## src/rtl/opb_reg_bank_pkg.sv

```systemverilog
// Shared FSM encoding, byte-lane geometry and address arithmetic for the OPB register bank.
// Pure definitions: no latency, no backpressure.
package opb_reg_bank_pkg;
    localparam int LANE_W    = 8;
    localparam int NUM_LANES = 4;

    localparam logic [1:0] ST_IDLE = 2'd0;
    localparam logic [1:0] ST_ACK  = 2'd1;
    localparam logic [1:0] ST_HOLD = 2'd2;

    function automatic logic [31:0] word_idx(input logic [31:0] addr, input logic [31:0] base);
        return (addr - base) >> 2;
    endfunction

    // be[i] enables the lane at bits [8i+7:8i]; be[3] is the OPB BE[0] lane
    function automatic logic [31:0] be_merge(input logic [31:0]          old_w,
                                             input logic [31:0]          new_w,
                                             input logic [NUM_LANES-1:0] be);
        logic [31:0] res;
        res = old_w;
        for (int i = 0; i < NUM_LANES; i++) begin
            if (be[i]) res[i*LANE_W +: LANE_W] = new_w[i*LANE_W +: LANE_W];
        end
        return res;
    endfunction
endpackage

```

## src/rtl/opb_reg_bank_decode.sv

```systemverilog
// Combinational window decode: hit, word index, mapped/error/commit flags; zero latency, no backpressure.
// OPB_REG_BANK_SHADOW_EN maps the commit word at idx == C_NUM_REGS; otherwise it decodes as an error.
module opb_reg_bank_decode
    import opb_reg_bank_pkg::*;
#(
    parameter logic [31:0] C_BASEADDR = 32'h0100_0400,
    parameter logic [31:0] C_HIGHADDR = 32'h0100_04FF,
    parameter int          C_NUM_REGS = 8
) (
    input  logic [31:0] abus,
    input  logic        select,
    output logic        hit,
    output logic [5:0]  idx,
    output logic        valid,
    output logic        err,
    output logic        commit
);
    logic [31:0] word;

    assign hit   = select && (abus >= C_BASEADDR) && (abus <= C_HIGHADDR);
    assign word  = word_idx(abus, C_BASEADDR);
    assign idx   = word[5:0];
    assign valid = hit && (word < 32'(C_NUM_REGS));

`ifdef OPB_REG_BANK_SHADOW_EN
    assign commit = hit && (word == 32'(C_NUM_REGS));
`else
    assign commit = 1'b0;
`endif

    assign err = hit && !valid && !commit;
endmodule

```

## src/rtl/opb_register_bank_ppc2simulink.sv

```systemverilog
// OPB slave bank of C_NUM_REGS control registers driving Simulink fabric; ack one cycle after hit, write visible one cycle later.
// No backpressure: every mapped hit is acked, unmapped words errAck; OPB_REG_BANK_SHADOW_EN adds shadow registers plus a commit word.
module opb_register_bank_ppc2simulink
    import opb_reg_bank_pkg::*;
#(
    parameter logic [31:0] C_BASEADDR    = 32'h0100_0400,
    parameter logic [31:0] C_HIGHADDR    = 32'h0100_04FF,
    parameter int          C_OPB_AWIDTH  = 32,
    parameter int          C_OPB_DWIDTH  = 32,
    parameter int          C_NUM_REGS    = 8,
    parameter logic [31:0] C_RESET_VALUE = 32'h0
) (
    input  logic                     OPB_Clk,
    input  logic                     OPB_Rst_n,
    input  logic [0:C_OPB_AWIDTH-1]  OPB_ABus,
    input  logic [0:3]               OPB_BE,
    input  logic [0:C_OPB_DWIDTH-1]  OPB_DBus,
    input  logic                     OPB_RNW,
    input  logic                     OPB_select,
    input  logic                     OPB_seqAddr,
    output logic [0:C_OPB_DWIDTH-1]  Sl_DBus,
    output logic                     Sl_xferAck,
    output logic                     Sl_errAck,
    output logic                     Sl_retry,
    output logic                     Sl_toutSup,
    output logic [C_NUM_REGS*32-1:0] user_data_out,
    output logic [C_NUM_REGS-1:0]    user_update
);
    // OPB bit 0 is the MSB, so positional assignment gives the little-endian view
    logic [31:0]          abus, wdat;
    logic [NUM_LANES-1:0] be;
    assign abus = OPB_ABus;
    assign wdat = OPB_DBus;
    assign be   = OPB_BE;

    logic       dec_hit, dec_valid, dec_err, dec_commit;
    logic [5:0] dec_idx;

    opb_reg_bank_decode #(
        .C_BASEADDR (C_BASEADDR),
        .C_HIGHADDR (C_HIGHADDR),
        .C_NUM_REGS (C_NUM_REGS)
    ) u_decode (
        .abus   (abus),
        .select (OPB_select),
        .hit    (dec_hit),
        .idx    (dec_idx),
        .valid  (dec_valid),
        .err    (dec_err),
        .commit (dec_commit)
    );

    logic [1:0]            state_q, state_d;
    logic [5:0]            idx_q, idx_d;
    logic                  rnw_q, rnw_d, valid_q, valid_d, commit_q, commit_d;
    logic [NUM_LANES-1:0]  be_q, be_d;
    logic [31:0]           dat_q, dat_d;
    logic                  xfer_q, xfer_d, err_q, err_d;
    logic [31:0]           dbus_q, dbus_d;
    logic [31:0]           live_q [C_NUM_REGS];
    logic [31:0]           live_d [C_NUM_REGS];
`ifdef OPB_REG_BANK_SHADOW_EN
    logic [31:0]           shd_q [C_NUM_REGS];
    logic [31:0]           shd_d [C_NUM_REGS];
`endif
    logic [C_NUM_REGS-1:0] upd_q, upd_d;
    logic [31:0]           rd_word;
    logic                  wr_fire, commit_fire;

    always_comb begin
        rd_word = '0;
        for (int k = 0; k < C_NUM_REGS; k++) begin
            if (dec_idx == 6'(k)) begin
`ifdef OPB_REG_BANK_SHADOW_EN
                rd_word = shd_q[k];
`else
                rd_word = live_q[k];
`endif
            end
        end
    end

    // Transfer attributes are captured at the hit so the commit does not depend on the master holding the bus
    always_comb begin
        state_d  = state_q;
        idx_d    = idx_q;
        rnw_d    = rnw_q;
        be_d     = be_q;
        dat_d    = dat_q;
        valid_d  = valid_q;
        commit_d = commit_q;
        xfer_d   = 1'b0;
        err_d    = 1'b0;
        dbus_d   = '0;
        case (state_q)
            ST_IDLE: begin
                if (dec_hit) begin
                    state_d  = ST_ACK;
                    idx_d    = dec_idx;
                    rnw_d    = OPB_RNW;
                    be_d     = be;
                    dat_d    = wdat;
                    valid_d  = dec_valid;
                    commit_d = dec_commit;
                    xfer_d   = dec_valid || dec_commit;
                    err_d    = dec_err;
                    dbus_d   = (OPB_RNW && dec_valid) ? rd_word : '0;
                end
            end
            ST_ACK:  state_d = OPB_seqAddr ? ST_IDLE : ST_HOLD;
            ST_HOLD: if (!OPB_select) state_d = ST_IDLE;
            default: state_d = ST_IDLE;
        endcase
    end

    assign wr_fire     = (state_q == ST_ACK) && !rnw_q && valid_q;
    assign commit_fire = (state_q == ST_ACK) && !rnw_q && commit_q && (be_q != '0);

    always_comb begin
        live_d = live_q;
        upd_d  = '0;
`ifdef OPB_REG_BANK_SHADOW_EN
        shd_d  = shd_q;
`endif
        for (int k = 0; k < C_NUM_REGS; k++) begin
            if (wr_fire && (idx_q == 6'(k))) begin
`ifdef OPB_REG_BANK_SHADOW_EN
                shd_d[k] = be_merge(shd_q[k], dat_q, be_q);
`else
                live_d[k] = be_merge(live_q[k], dat_q, be_q);
                upd_d[k]  = (be_q != '0);
`endif
            end
        end
        if (commit_fire) begin
`ifdef OPB_REG_BANK_SHADOW_EN
            live_d = shd_q;
`endif
            upd_d = '1;
        end
    end

    always_ff @(posedge OPB_Clk or negedge OPB_Rst_n) begin
        if (!OPB_Rst_n) begin
            state_q  <= ST_IDLE;
            idx_q    <= '0;
            rnw_q    <= 1'b0;
            be_q     <= '0;
            dat_q    <= '0;
            valid_q  <= 1'b0;
            commit_q <= 1'b0;
            xfer_q   <= 1'b0;
            err_q    <= 1'b0;
            dbus_q   <= '0;
            upd_q    <= '0;
            for (int k = 0; k < C_NUM_REGS; k++) begin
                live_q[k] <= C_RESET_VALUE;
`ifdef OPB_REG_BANK_SHADOW_EN
                shd_q[k]  <= C_RESET_VALUE;
`endif
            end
        end else begin
            state_q  <= state_d;
            idx_q    <= idx_d;
            rnw_q    <= rnw_d;
            be_q     <= be_d;
            dat_q    <= dat_d;
            valid_q  <= valid_d;
            commit_q <= commit_d;
            xfer_q   <= xfer_d;
            err_q    <= err_d;
            dbus_q   <= dbus_d;
            upd_q    <= upd_d;
            live_q   <= live_d;
`ifdef OPB_REG_BANK_SHADOW_EN
            shd_q    <= shd_d;
`endif
        end
    end

    for (genvar k = 0; k < C_NUM_REGS; k++) begin : g_out
        assign user_data_out[32*k +: 32] = live_q[k];
    end

    assign user_update = upd_q;
    assign Sl_DBus     = dbus_q;
    assign Sl_xferAck  = xfer_q;
    assign Sl_errAck   = err_q;
    assign Sl_retry    = 1'b0;
    assign Sl_toutSup  = 1'b0;
endmodule

```

## config.mk

```make
export PLATFORM = sky130hd
export DESIGN_NAME = opb_register_bank_ppc2simulink
export DESIGN_NICKNAME = d
export VERILOG_FILES = /design/src/rtl/opb_reg_bank_pkg.sv /design/src/rtl/opb_reg_bank_decode.sv /design/src/rtl/opb_register_bank_ppc2simulink.sv
export SDC_FILE = /design/constraint.sdc
export NUM_CORES = 1
export LEC_CHECK = 0
export BUFFER_PORTS_ARGS = -buffer_cell sky130_fd_sc_hd__buf_2
export CAP_MARGIN = 25
export CORE_MARGIN = 1.5
export CORE_UTILIZATION = 58
export DETAILED_ROUTE_END_ITERATION = 8
export PLACE_DENSITY = 0.86
export SYNTH_ARGS = -nofsm -noshare
export SYNTH_HDL_FRONTEND = slang
export SYNTH_SLANG_ARGS = --single-unit
```

## constraint.sdc

```tcl
create_clock -name OPB_Clk -period 5.85 [get_ports OPB_Clk]
set_input_delay 0.8775 -clock OPB_Clk [delete_from_list [all_inputs] [get_ports OPB_Clk]]
set_output_delay 0.8775 -clock OPB_Clk [all_outputs]
set_load 0.02 [all_outputs]
```

==> Yosys cells after proc, flatten, opt, wreduce, memory -nomap -nowiden <==
Cells that the tools add are included.
{ "classes": {"addsub": 1, "n_mul": 0, "div": 0, "n_lt_le_gt_ge": 3, "n_eq_ne": 18, "shifts": 0, "mux": 27, "n_bitwise": 0, "reduce_logical": 55} }
{ "ops": {"columns": ["op", "n"], "rows": [
  ["$mux W32", 11],
  ["$reduce_and A2 Y1", 34],
  ["$eq A6 B3 Y1 const B", 8],
  ["$ge A32 B25 Y1 const B", 1],
  ["$le A32 B25 Y1 const B", 1],
  ["$sub A32 B25 Y32 const B", 1],
  ["$lt A30 B4 Y1 const B", 1],
  ["$eq A6 B2 Y1 const B", 4],
  ["$logic_and A1 B1 Y1", 15],
  ["$eq A6 B1 Y1 const B", 2],
  ["$logic_not A6 Y1", 2],
  ["$mux W1", 12],
  ["$mux W2", 3],
  ["$pmux W2 S3", 1],
  ["$reduce_bool A4 Y1", 1],
  ["$eq A2 B1 Y1 const B", 1],
  ["$eq A2 B2 Y1 const B", 1],
  ["$logic_not A1 Y1", 2],
  ["$logic_not A2 Y1", 1],
  ["$ne A2 B1 Y1 const B", 1],
  ["$ne A2 B2 Y1 const B", 1]
]} }
{ "word_totals": {"reg_bits": 344, "latch_bits": 0, "ramBits": 0, "romBits": 0, "in_bits": 73, "output_inout_bits": 300, "mem_count": 0} }

==> Longest topological paths before layout <==
{ "depth": {"word_depth": 13, "depth_mapped": 8, "mapped_depth_nobuf": 5} }

==> By module <==
Synthesis repeated with hierarchy kept, for this count alone.
{ "unflattened": {"hier_cells": 1199, "area_unflattened_um2": 15448.6} }
{ "modules_own_cells": {"columns": ["mod", "n_inst", "cells_each", "area_per_inst_um2", "seq_area_each_um2"], "rows": [
  ["opb_register_bank_ppc2simulink", 1, 1156, 15142.0, 8633.3],
  ["opb_reg_bank_decode", 1, 43, 306.5, 0.0]
]} }

==> Least setup slack after synthesis <==
OpenSTA, ideal clock, no wires.
{ "synth_timing": {"kind": "input port to flip-flop", "start": "in OPB_ABus[16] (netlist name)", "end": "reg be_q[0]", "setup_time_ps": 128, "arrival_time_ps": 3023, "required_time_ps": 5722, "slack_ps": 2699, "cell_stages": 7, "n_path_buf": 3, "path_cell_list": "or4_1 > clkbuf_1 > or4b_1 > a211oi_2 > buf_4 > buf_4 > mux2_1"} }
{ "synth_via": {"elab_chain_cells": 4, "elab_cells_between_ends": 5} }
{ "synth_lines": {"columns": ["element", "line_no", "source"], "rows": [
  ["start: declaration", "opb_register_bank_ppc2simulink.sv:15", "input logic [0:C_OPB_AWIDTH-1] OPB_ABus,"],
  ["$ge A32 B25 Y1", "opb_reg_bank_decode.sv:20", "assign hit = select && (abus >= C_BASEADDR) && (abus <= C_HIGHADDR);"],
  ["$logic_and A1 B1 Y1", "opb_reg_bank_decode.sv:20", null],
  ["$logic_and A1 B1 Y1 (*)", "opb_reg_bank_decode.sv:20", null],
  ["$reduce_and A2 Y1 (no source line) (*)", null, null],
  ["end signal: assignment", "opb_register_bank_ppc2simulink.sv:148", "be_q <= '0;"],
  ["end signal: assignment", "opb_register_bank_ppc2simulink.sv:166", "be_q <= be_d;"],
  ["end: declaration", "opb_register_bank_ppc2simulink.sv:56", "logic [NUM_LANES-1:0] be_q, be_d;"]
]} }
Every way passes the cells marked *; elsewhere a longest branch is shown, timed or not.
A chain may end at the register's enable or synchronous reset.

==> Worst setup path in the final report <==
{ "layout_timing": {"start": "in OPB_ABus[16] (netlist name)", "end": "reg be_q[3]"} }
Same word-level chain as after synthesis.

==> flow_summary.toml <==
[cells_and_area]
nNetsFinal = 1519
n_fill_cell = 1698
syn2layout_area_growth_pct = 23.1
multi_input_area_um2 = 5950
ff_latch_area_um2 = 8610
drive_above_1_share_pct = 52.5
finalNonFillerCells = 1802
finish.instance_area_um2 = 18300

[min_path]
hold_path.class = "input pin to async pin"

[synth]
async_reset_ff_share_pct = 100
yosys_warnings = 0
synth_cell_type_count = 41
synthTopCellsByArea = "dfrtp_1, mux2_2, mux4_2"
synth_seq_cells = 344
synth_edf_count = 0
synth_area_um2 = 14800
synth_largest_area_cell = "dfrtp_1"
syn_inst = 1070
seq_area_frac_synth_pct = 58.1
yosysTopAreaCellShare_pct = 58.1
syn_area_per_cell_um2 = 13.9
synth-main-ff-cell = "dfrtp_1"

[setup_path]
r2r-start = "state_q[1]"
startpoint_type = "input pin"
required_ns = 6.24
reg2reg_depth = 5
r2r_end = "user_data_out[109]"
arrival_ns = 3.83
r2r_setup_slack_ns = 2.52
critPathCaptureType = "flip-flop"
path_class = "input pin to flip-flop"
cp_max_fo = 32

[die]
die_h_um = 163
die_area_um2 = 26500
die_w_um = 163
start_util_pct = 59.0
ios = 373
rows = 58
core_um2 = 25100

[detailed_routing]
drc_errors = 0
num_vias = 10974
wl_um = 43800
drtAntennaViolNets = 0
drtIter0Drc = 747
avgViaCountPerCell = 6.09
firstDrtPassIters = 5
wire_per_inst_um = 24.3

[grt]
antenna_found_initial = 1
grt_pass1_vias = 11277
grt_max_degree = 160
grt_pass1_wl_um = 66000
grt.total_usage_pct = 33.3
overflow = 0

[timing]
fin_setup_tns_ns = 0
setup_viol = 0
skew_ns = 0.0133
hold_viol = 0
finalMaxSlewViolations = 0
tightest_slew_ns = 1.09
post-route-period-util_pct = 58.8
rsz0062_at_grt = "false"
min_period_ns = 3.44
fmax_ghz = 0.291
relSlewSlack_pct = 26.8
setup_ws_ns = 2.41

[pwr]
leakagePower_uw = 0.00987
power.density_nw_per_um2 = 267
p_int_uw = 3820
seq_power_share_pct = 49.3
switchingPower_uw = 1060
comb_power_share_pct = 3.5
switching_share_pct = 21.8
clock_power_share_pct = 47.3
irDropWorstVdd_uv = 219

[flow_run]
cap_violations = 0

[clocking]
cts.htree.levels = 2
cts.sinks = 344
cts_setup_buffers = 0
post_cts_resized = 0
clockBufferDepth = 3
path_clk_slew_ns = 0.06
insertion_delay_ns = 0.50
cts_tree = "done"
cts_buffers = 37
clockRootBuffer = "clkbuf_16"
hold_buffers = 0

[place]
gp_congestion = 0.829
placed_cells = 1737
port_buffers = 368
placed_cell_area_um2 = 17100
hpwlAfterDp_um = 29000
place_ws_ns = 1.93

[run_status]
outcome = "finished clean"
stage by stage:
stage | hold slack, ns | total power [uW] | utilization [%]
2_1_floorplan | 0.473 | 2510 | -
3_3_place_gp | 0.481 | 2610 | 67.8
3_5_place_dp | 0.494 | 2620 | 67.9
4_1_cts | 0.466 | 4910 | 72.7
5_1_grt | 0.512 | 5030 | 72.7
6_report | 0.419 | 4880 | 72.7
area by class of cell:
class / count / share of cell area [%]
diodes: 1 / 0.0137
clock buffers: 51 / 5.69
clock inverters: 13 / 0.884
inverters: 21 / 0.432
multi-input cells: 659 / 32.6
flip-flops and latches: 344 / 47.1
well taps: 330 / 2.26
repair buffers: 383 / 11.0
critical path, stage by stage:
cell and delay (ns):
buf_2 0.09, or4_1 0.64, or4b_1 0.64, a211oi_4 0.25, buf_4 0.35, buf_4 0.56
mux2_2 0.41
routing by layer:
metal,up-vias,GRT usage (%),part of all wire (%)
met5,-,0,0
li1,4665,-,-
met1,5646,41.9,38
met4,0,14.3,3.7
met3,120,7.84,8.2
met2,543,55.4,50
worst max path at each step:
stage / startpoint / to / slack, ns / cells past startpoint
floorplan: OPB_ABus[16] / be_q[0] / 2.70 / 7
global placement: OPB_ABus[16] / dat_q[10] / 1.94 / 7
detailed placement: OPB_ABus[16] / dat_q[1] / 1.93 / 7
CTS: OPB_ABus[16] / dat_q[2] / 2.45 / 7
global route: OPB_ABus[16] / dat_q[9] / 2.31 / 7
finish: OPB_ABus[16] / be_q[3] / 2.41 / 7
cells in the mapped netlist (all sizes together), types with 2 or more instances:
| cell | number |
|---|---|
| dfrtp | 344 |
| mux2 | 313 |
| nor2 | 66 |
| nand2 | 62 |
| o21ai | 40 |
| clkbuf | 33 |
| o22ai | 30 |
| a211oi | 27 |
| mux4 | 26 |
| inv | 21 |
| a21oi | 17 |
| buf | 14 |
| mux2i | 13 |
| nor3 | 11 |
| nor4 | 8 |
| o221ai | 6 |
| nand2b | 4 |
| nand4b | 3 |
| nor2b | 3 |
| nor3b | 3 |
| nor4b | 3 |
| or4 | 3 |
| a31oi | 2 |
| nand4 | 2 |
| or2 | 2 |
| or3 | 2 |
| xnor2 | 2 |
registers in the layout, indices dropped and copies added (netlist names):
register and cells:
Sl_DBus 32, Sl_errAck 1, Sl_xferAck 1, be_q 4, dat_q 32, idx_q 6, rnw_q 1, state_q 2
user_data_out 256, user_update 8, valid_q 1
power groups by stage:
stage,Clock (uW),Combinational [uW],Sequential (uW)
floorplan,0,72.2,2440
global placement,0,166,2450
detailed placement,0,170,2450
CTS,2340,172,2400
global route,2430,189,2400
finish,2310,170,2400
placed cells by master (no fill, tap or decap), drive strengths merged, types with 6 or more instances in the layout:
cell	instances
buf	383
dfrtp	344
mux2	313
nor2	66
nand2	62
clkbuf	51
o21ai	40
o22ai	30
a211oi	27
mux4	26
inv	22
a21oi	17
mux2i	13
nor3	11
nor4	8
o221ai	6
kinds of logic after synthesis:
kind of cell           share of synthesized area, %
multiplexers                                   28.6
XOR/XNOR                                      0.118
AND/OR/NAND/NOR                                5.46
AO/OA/AOI/OAI                                  5.83
buffers and inverters                          1.91
other                                        0.0253
flip-flops                                     58.1
Note: power is estimated with default switching activity, not from simulation.
